**src/rtl/ef_smsdac_dwa.sv**
```systemverilog
// Mismatch-shaping element selector for the 8-unit-element DAC: converts a 0..8 count into an
// enable word whose set bits rotate (DWA, bidirectional DWA or LFSR-randomised start).
module ef_smsdac_dwa #(
  parameter logic [7:0] LFSR_SEED = 8'h01
) (
  input  logic       clk,
  input  logic       rst_b,
  input  logic       en,
  input  logic [1:0] mode,
  input  logic [3:0] din,
  output logic [7:0] q,
  output logic [2:0] ptr_o,
  output logic       sat
);

  localparam logic [1:0] ModeStatic = 2'd0;
  localparam logic [1:0] ModeDwa    = 2'd1;
  localparam logic [1:0] ModeBidir  = 2'd2;
  localparam logic [1:0] ModeRandom = 2'd3;

  localparam logic DirFwd = 1'b0;

  logic [7:0] q_q, q_d;
  logic [2:0] ptr_q, ptr_d;
  logic       dir_q, dir_d;
  logic [7:0] lfsr_q, lfsr_d;
  logic       sat_q, sat_d;

  logic       over;
  logic [3:0] n;
  logic [2:0] n_mod;
  logic [7:0] thermo;
  logic [2:0] start;
  logic [7:0] rot;
  logic       lfsr_fb;

  assign over  = (din > 4'd8);
  assign n     = over ? 4'd8 : din;
  assign n_mod = n[2:0];

  always_comb begin
    thermo = 8'h00;
    case (n)
      4'd0:    thermo = 8'h00;
      4'd1:    thermo = 8'h01;
      4'd2:    thermo = 8'h03;
      4'd3:    thermo = 8'h07;
      4'd4:    thermo = 8'h0F;
      4'd5:    thermo = 8'h1F;
      4'd6:    thermo = 8'h3F;
      4'd7:    thermo = 8'h7F;
      default: thermo = 8'hFF;
    endcase
  end

  // x^8 + x^6 + x^5 + x^4 + 1, shifted in at bit 0.
  assign lfsr_fb = lfsr_q[7] ^ lfsr_q[5] ^ lfsr_q[4] ^ lfsr_q[3];

  always_comb begin
    start  = 3'd0;
    ptr_d  = ptr_q;
    dir_d  = dir_q;
    lfsr_d = lfsr_q;
    unique case (mode)
      ModeStatic: begin
        start = 3'd0;
      end
      ModeDwa: begin
        start = ptr_q;
        ptr_d = ptr_q + n_mod;
      end
      ModeBidir: begin
        // Backward run occupies ptr-n .. ptr-1, i.e. a forward run starting at ptr-n.
        if (dir_q == DirFwd) begin
          start = ptr_q;
          ptr_d = ptr_q + n_mod;
        end else begin
          start = ptr_q - n_mod;
          ptr_d = ptr_q - n_mod;
        end
        dir_d = ~dir_q;
      end
      ModeRandom: begin
        start  = lfsr_q[2:0];
        ptr_d  = lfsr_q[2:0] + n_mod;
        lfsr_d = {lfsr_q[6:0], lfsr_fb};
      end
      default: begin
        start = 3'd0;
      end
    endcase
  end

  // Rotate-left of the thermometer word by the start position.
  assign rot   = (thermo << start) | (thermo >> (4'd8 - {1'b0, start}));
  assign q_d   = rot;
  assign sat_d = over;

  always_ff @(posedge clk or negedge rst_b) begin
    if (!rst_b) begin
      q_q    <= 8'h00;
      ptr_q  <= 3'd0;
      dir_q  <= DirFwd;
      lfsr_q <= LFSR_SEED;
      sat_q  <= 1'b0;
    end else if (en) begin
      q_q    <= q_d;
      ptr_q  <= ptr_d;
      dir_q  <= dir_d;
      lfsr_q <= lfsr_d;
      sat_q  <= sat_d;
    end
  end

  assign q     = q_q;
  assign ptr_o = ptr_q;
  assign sat   = sat_q;

endmodule
```
**config.mk**
```make
export PLATFORM = sky130hd
export DESIGN_NAME = ef_smsdac_dwa
export DESIGN_NICKNAME = d
export VERILOG_FILES = /design/src/rtl/ef_smsdac_dwa.sv
export SDC_FILE = /design/constraint.sdc
export NUM_CORES = 1
export LEC_CHECK = 0
export CAP_MARGIN = 20
export CORE_MARGIN = 2
export CORE_UTILIZATION = 50
export DETAILED_ROUTE_END_ITERATION = 8
export PLACE_DENSITY_LB_ADDON = 0.08
export SYNTH_ARGS = -nofsm -noshare
export SYNTH_HDL_FRONTEND = slang
export SYNTH_SLANG_ARGS = --single-unit
export TNS_END_PERCENT = 20
```
**constraint.sdc**
```tcl
create_clock -name clk -period 9.7 [get_ports clk]
set_input_delay 1.94 -clock clk [delete_from_list [all_inputs] [get_ports clk]]
set_output_delay 1.94 -clock clk [all_outputs]
set_load 0.01 [all_outputs]
```
==> key figures, run 1 <==
Synth
  • Synth async-reset ratio: 100.0%
  • Synth cell types: 57
  • Post-synth top cells: 20 x dfrtp_1, 18 x nor2_1, 18 x o21ai_0
  • Share of the synthesized area in the top cell type: between 20% and 30%
  • Mapped Nets: 226
  • Synth Cell Area: roughly 1800 um2
  • Syn_area_per_cell: 8.472 um2
  • Ranking of synthesized cells by area: dfrtp_1 28%, mux2_2 7.6%, o21ai_0 5.1%, a21oi_1 3.9%, xnor2_1 3.9%
  • Yosys reg bits: 21
  • Main synth FF type: dfrtp_1
  • Top-count cell post-synth: dfrtp_1
  • Register area share after synthesis: 29.61%
  • Largest area contributor in the synthesized netlist: dfrtp_1
  • Number of flops mapped to enable cells by yosys: 0
  • Synth warn: 0
  • Post-Syn Instances: between 200 and 250

Layout
  • ANT cells: 0
  • Layout cells sized above 1: about a tenth
  • Non-Filler Instances: between 200 and 300
  • Synth-to-layout area growth: 11.60%
  • Final Net Count: roughly 240
  • Final core occ: 58.58%
  • Post-route design area: just under 2000 um2
  • Filler cells: ~300

Route
  • DR WL/cell: about 16 um
  • Vias: about 1600
  • Vias per cell: ~6
  • Number of DRC markers in iteration 0: 241
  • Drt drc: 0
  • Drt pass-1 iters: 4
  • Final WL: roughly 4.2 mm
  • Post-route ant nets: 0

Floorplanning
  • CORE AREA: ~3400 um2
  • Die area: roughly 4000 um2
  • Std-Cell Rows: 21
  • Starting Density: a little over half
  • Die width: roughly 64 um
  • Ports: 21
  • Die Y: 63.65 um

Flow run
  • Max-cap violations: 0

Clocking
  • Post-CTS setup repair buffer count: 0
  • Clock root cell: clkbuf_4
  • Clock sinks: 21
  • TritonCTS Buffers: 3
  • Max H-tree Level: 1
  • Hold_buf cts: 0
  • Reg clk slew, reported paths: 110 ps
  • Worst skew pair latency: around 300 ps
  • Buffer depth of the longest clock path: 2
  • CTS tree: built
  • PostCTS Resize Cnt: 0

Placement
  • GP Congestion: a little under 0.9
  • Pre-CTS setup slack: about 3400 ps
  • Dpl cells: ~260
  • Post-DP HPWL: 3.123 mm
  • Port bufs: 20
  • Cell area after placement: slightly below 2000 um2

Setup path
  • Crit path DAT: roughly 6300 ps
  • Reg2Reg Setup Slack: 5820 ps
  • Crit path to: q[2]$_DFFE_PN0P_
  • Launch point of the worst path: din[3]
  • Crit Path Max Fanout: 20
  • CP Data Required Time: 9920 ps
  • CP max stage cell: clkdlybuf4s50_1
  • CP peak stage delay: a little over 700 ps
  • RR Endpoint: q[2]$_DFFE_PN0P_
  • Critical path type: in -> reg
  • Critical Path Source Type: input pin
  • CP Capture Type: register
  • CP cell instances: clkdlybuf4s50_1 > nor2b_1 > ha_1 > inv_1 > fa_1 > mux2_1 > a22o_1 > inv_1 > ha_1 > nor2b_1 > nand3_1 > o21ai_0 > nand3_1 > a2bb2oi_1 > a41oi_1
  • Cell depth of the worst flop-to-flop path: 14
  • RR Startpoint: ptr_o[0]$_DFFE_PN0P_

Power
  • Total power divided by cell area: between 200 and 250 nW/um2
  • Leak: slightly above 0.8 nW
  • VDD IR-drop max: about 0.13 mV
  • Overall power: around 0.47 mW

Timing
  • Worst Skew: 1.285 ps
  • Setup TNS: 0 ps
  • Fin Hold WS: around 520 ps
  • RSZ-0062 raised after global routing: no
  • Final period utilization: a little over three fifths
  • Slew @ Worst Pin: 941.9 ps
  • Slew Limit Headroom: a little under two fifths
  • Min Tclk post-route: roughly 6000 ps
  • FMAX: about 160 MHz
  • Slew Limit Fails: 0
  • Final hold viol count: 0
  • Final WS setup: 3639 ps
  • Final setup viols: 0

Global routing
  • Total GRT Usage: ~23%
  • Vias in the first global route: between 1000 and 1500
  • Initial antenna violation count: 0
  • Largest net degree at the start of global routing: 22
  • Global-route wire length before repair: approximately 7.3 mm
  • Total grt overflow: 0

Run status
  • Status: complete, no violations

Worst hold path
  • Worst min-delay path class: reg -> reg
  • WHS Path Cells: 1
-- cells in the final DEF, fill, tap and decap left out, drive strengths merged, types with 4 or more instances in the layout --
master         count
mux2              13
nor3               5
nand2             16
nor2b              4
clkbuf             4
nand2b             5
dfrtp             20
ha                 4
o21ai             20
inv               10
nor2              18
a21oi             14
xnor2              8
o22ai              6
clkdlybuf4s50     20
-- report_power, final --
group	total, mW	internal (mW)	switching (mW)	leakage, nW
Combinational	0.275	0.130	0.145	0.547
Clock	0.0421	0.0160	0.0261	0.0150
Sequential	0.149	0.117	0.0317	0.251
Total	0.466	0.263	0.203	0.813
-- worst min path at each step --
| stage | slack [ps] | startpoint | end |
|---|---|---|---|
| finish | 520 | lfsr_q[6]$_DFFE_PN0P_ | lfsr_q[7]$_DFFE_PN0P_ |
| global route | 540 | lfsr_q[6]$_DFFE_PN0P_ | lfsr_q[7]$_DFFE_PN0P_ |
| CTS | 530 | lfsr_q[6]$_DFFE_PN0P_ | lfsr_q[7]$_DFFE_PN0P_ |
| detailed placement | 500 | lfsr_q[6]$_DFFE_PN0P_ | lfsr_q[7]$_DFFE_PN0P_ |
| global placement | 490 | lfsr_q[6]$_DFFE_PN0P_ | lfsr_q[7]$_DFFE_PN0P_ |
| floorplan | 470 | lfsr_q[0]$_DFFE_PN1P_ | lfsr_q[0]$_DFFE_PN1P_ |
-- sequential cells by signal (all words and copies together) (netlist names) --
name	flops
lfsr_q	8
sat	1
q	8
ptr_o	3
dir_q	1
-- logic make-up after synthesis --
group	Yosys count	share of synthesized area (%)
flops	21	29.61
simple gates	63	17.72
mux	16	9.916
buf+inv	25	6.469
fa+ha+maj	8	6.822
xor+xnor	10	4.923
compound gates	67	24.54
-- layer usage --
layer	share of wire (%)	GRT usage [%]	vias up	wire length (um)
met5	0	0	-	0
met4	0.64	8.696	0	27
met3	5.8	2.857	4	243
met2	44	31.32	61	1864
met1	49	35.37	762	2080
li1	-	-	774	-
-- critical path: cells and delay by family --
kind | cells | cell delay [ps]
AO/OA/AOI/OAI | 4 | 1170
buffers and inverters | 3 | 990
adder cells (fa/ha/maj) | 3 | 950
AND/OR/NAND/NOR | 4 | 930
multiplexers | 1 | 300
-- area by class of cell --
type | instances | area [um2] | area share (%)
sequential | 21 | 526.8 | 26.53
tap | 46 | 57.56 | 2.899
clock buffer | 4 | 26.28 | 1.323
inverter | 10 | 37.54 | 1.890
timing repair buffer | 20 | 200.2 | 10.08
multi-input combinational | 164 | 1137 | 57.28
No activity file was read; power rests on OpenSTA's default activity.
==> run 2, diff against run 1 <==
==> constraint.sdc (replaced) <==
create_clock -name clk -period 5.54 [get_ports clk]
set_input_delay 1.108 -clock clk [delete_from_list [all_inputs] [get_ports clk]]
set_output_delay 1.108 -clock clk [all_outputs]
set_load 0.01 [all_outputs]
==> key figures, run 2 (synthesized netlist as in run 1, its figures left out) <==
Run status
  • Status: complete, no violations

Timing
  • Worst Skew: 6.378 ps (+5.093 ps)
  • RSZ-0062 raised after global routing: no
  • FMAX: 211.3 MHz
  • Slew Limit Fails: 0 (unchanged)
  • Final hold viol count: 0 (unchanged)
  • Final setup viols: 0 (unchanged)
  • Setup TNS: 0 ps (unchanged)
  • Fin Hold WS: 507.2 ps (-13.92 ps)
  • Slew @ Worst Pin: 955.4 ps (+13.48 ps)
  • Slew Limit Headroom: 36.11% (-0.90 points)
  • Final period utilization: 85.43%
  • Min Tclk post-route: between 4000 and 5000 ps

Power
  • Overall power: 0.8254 mW (+77%)
  • VDD IR-drop max: 0.1932 mV (+50%)
  • Total power divided by cell area: 410.2 nW/um2 (+75%)
  • Leak: 0.8266 nW (+1.6%)

Clocking
  • PostCTS Resize Cnt: 0 (unchanged)
  • Clock root cell: clkbuf_4
  • Post-CTS setup repair buffer count: 0 (unchanged)
  • TritonCTS Buffers: 3 (unchanged)
  • Max H-tree Level: 1 (unchanged)
  • Hold_buf cts: 0 (unchanged)
  • CTS tree: built
  • Clock sinks: 21 (unchanged)
  • Reg clk slew, reported paths: 130 ps (+20 ps)
  • Buffer depth of the longest clock path: 2 (unchanged)
  • Worst skew pair latency: 320 ps (+20 ps)

Layout
  • Final core occ: 59.36% (+0.78 points)
  • Commonest cells after routing, fill and taps aside: 20 x dfrtp_1, 20 x clkdlybuf4s50_1, 18 x nor2_1, 18 x o21ai_0, 16 x nand2_1
  • Synth-to-layout area growth: 13.08%
  • Layout cells sized above 1: 11.71% (+1.7 points)
  • ANT cells: 0 (unchanged)
  • Filler cells: 305 (+0.66%)
  • Final Net Count: 239 (+1.3%)

Route
  • Vias: 1646 (+2.8%)
  • Vias per cell: 6.142 (+1.7%)
  • Drt drc: 0 (unchanged)
  • Drt pass-1 iters: 4 (unchanged)
  • Number of DRC markers in iteration 0: 175 (-27%)
  • Post-route ant nets: 0 (unchanged)
  • Final WL: 4.448 mm (+5.5%)
  • DR WL/cell: 16.60 um (+4.3%)

Placement
  • Post-DP HPWL: 3.232 mm (+3.5%)
  • Port bufs: 20 (unchanged)
  • GP Congestion: 0.9187 (+5.4%)

Setup path
  • Critical path type: in -> reg
  • CP Capture Type: register
  • Critical Path Source Type: input pin
  • Crit path DAT: 4980 ps (-1300 ps)
  • CP Data Required Time: 5790 ps (-4130 ps)
  • Cell depth of the worst flop-to-flop path: 14 (unchanged)
  • Crit Path Max Fanout: 12 (-40%)

Floorplanning
  • Std-Cell Rows: 21 (unchanged)
  • Starting Density: 52.49% (unchanged)
  • CORE AREA: 3390 um2 (unchanged)
  • Die Y: 63.65 um (unchanged)
  • Die area: 4051 um2 (unchanged)
  • Die width: 63.65 um (unchanged)
  • Ports: 21 (unchanged)

Global routing
  • Global-route wire length before repair: 7.693 mm (+5.7%)
  • Total GRT Usage: 24.02% (+1.4 points)
  • Vias in the first global route: 1614 (+10%)
  • Largest net degree at the start of global routing: 22 (unchanged)
  • Total grt overflow: 0 (unchanged)
  • Initial antenna violation count: 0 (unchanged)

Worst hold path
  • Worst min-delay path class: reg -> reg
  • WHS Path Cells: 2 (+1)

Flow run
  • Max-cap violations: 0 (unchanged)
[run 2: changes by cell type in the layout (fill, tap and decap cells not counted), sizes merged]
cell      delta
buf          +3
clkbuf       -1
clkinvlp     +1
[run 2: report_power, final]
group          leakage, nW  internal (mW)  switching, mW
Sequential           0.251          0.205         0.0554
Combinational        0.562          0.229          0.255
Clock               0.0139         0.0276         0.0535
Total                0.827          0.461          0.364
[run 2: path summary, 6_finish.rpt]
path	from	endpoint	slack [ps]
worst max-delay path	din[0]	q[2]$_DFFE_PN0P_	810
worst min-delay path	q[4]$_DFFE_PN0P_	q[4]$_DFFE_PN0P_	510
worst max register to register	ptr_o[0]$_DFFE_PN0P_	q[2]$_DFFE_PN0P_	1700
worst min register to register	q[4]$_DFFE_PN0P_	q[4]$_DFFE_PN0P_	510
max in group asynchronous	rst_b	dir_q$_DFFE_PN0P_	3660
min in group asynchronous	rst_b	q[7]$_DFFE_PN0P_	1300
[run 2: critical path, cell delays in order]
cell and delay (ps):
clkdlybuf4s50_1 480, nor2b_1 230, ha_1 190, inv_1 50
fa_1 440, mux2_1 300, a22o_1 370, inv_1 210
ha_1 300, nor2b_1 360, nand3_1 120, o21ai_0 320
nand3_1 120, a2bb2oi_1 180, a41oi_1 220
[run 2: layer usage]
metal  vias up  share of wire [%]  track usage [%]
met5         -                  0                0
met4         0                1.0            5.707
met3         5                5.7            2.321
met2        61                 47            38.55
met1       796                 47            34.80
li1        784                  -                -
[run 2: area by class of cell]
cell class	count	area, um2	share of cell area, %
multi-input cells	164	1137	56.53
repair buffers	23	222.7	11.07
well taps	46	57.56	2.861
clock buffers	3	22.52	1.119
inverters	10	37.54	1.866
flip-flops and latches	21	526.8	26.18
clock inverters	1	7.507	0.3731
[run 2: metrics by stage]
step	area, um2	instances	setup slack [ps]
2_1_floorplan	1779	210	1192
3_3_place_gp	1982	264	688.1
3_5_place_dp	1982	264	520.8
4_1_cts	2012	268	835.9
5_1_grt	2012	268	443.9
6_report	2012	268	807.0
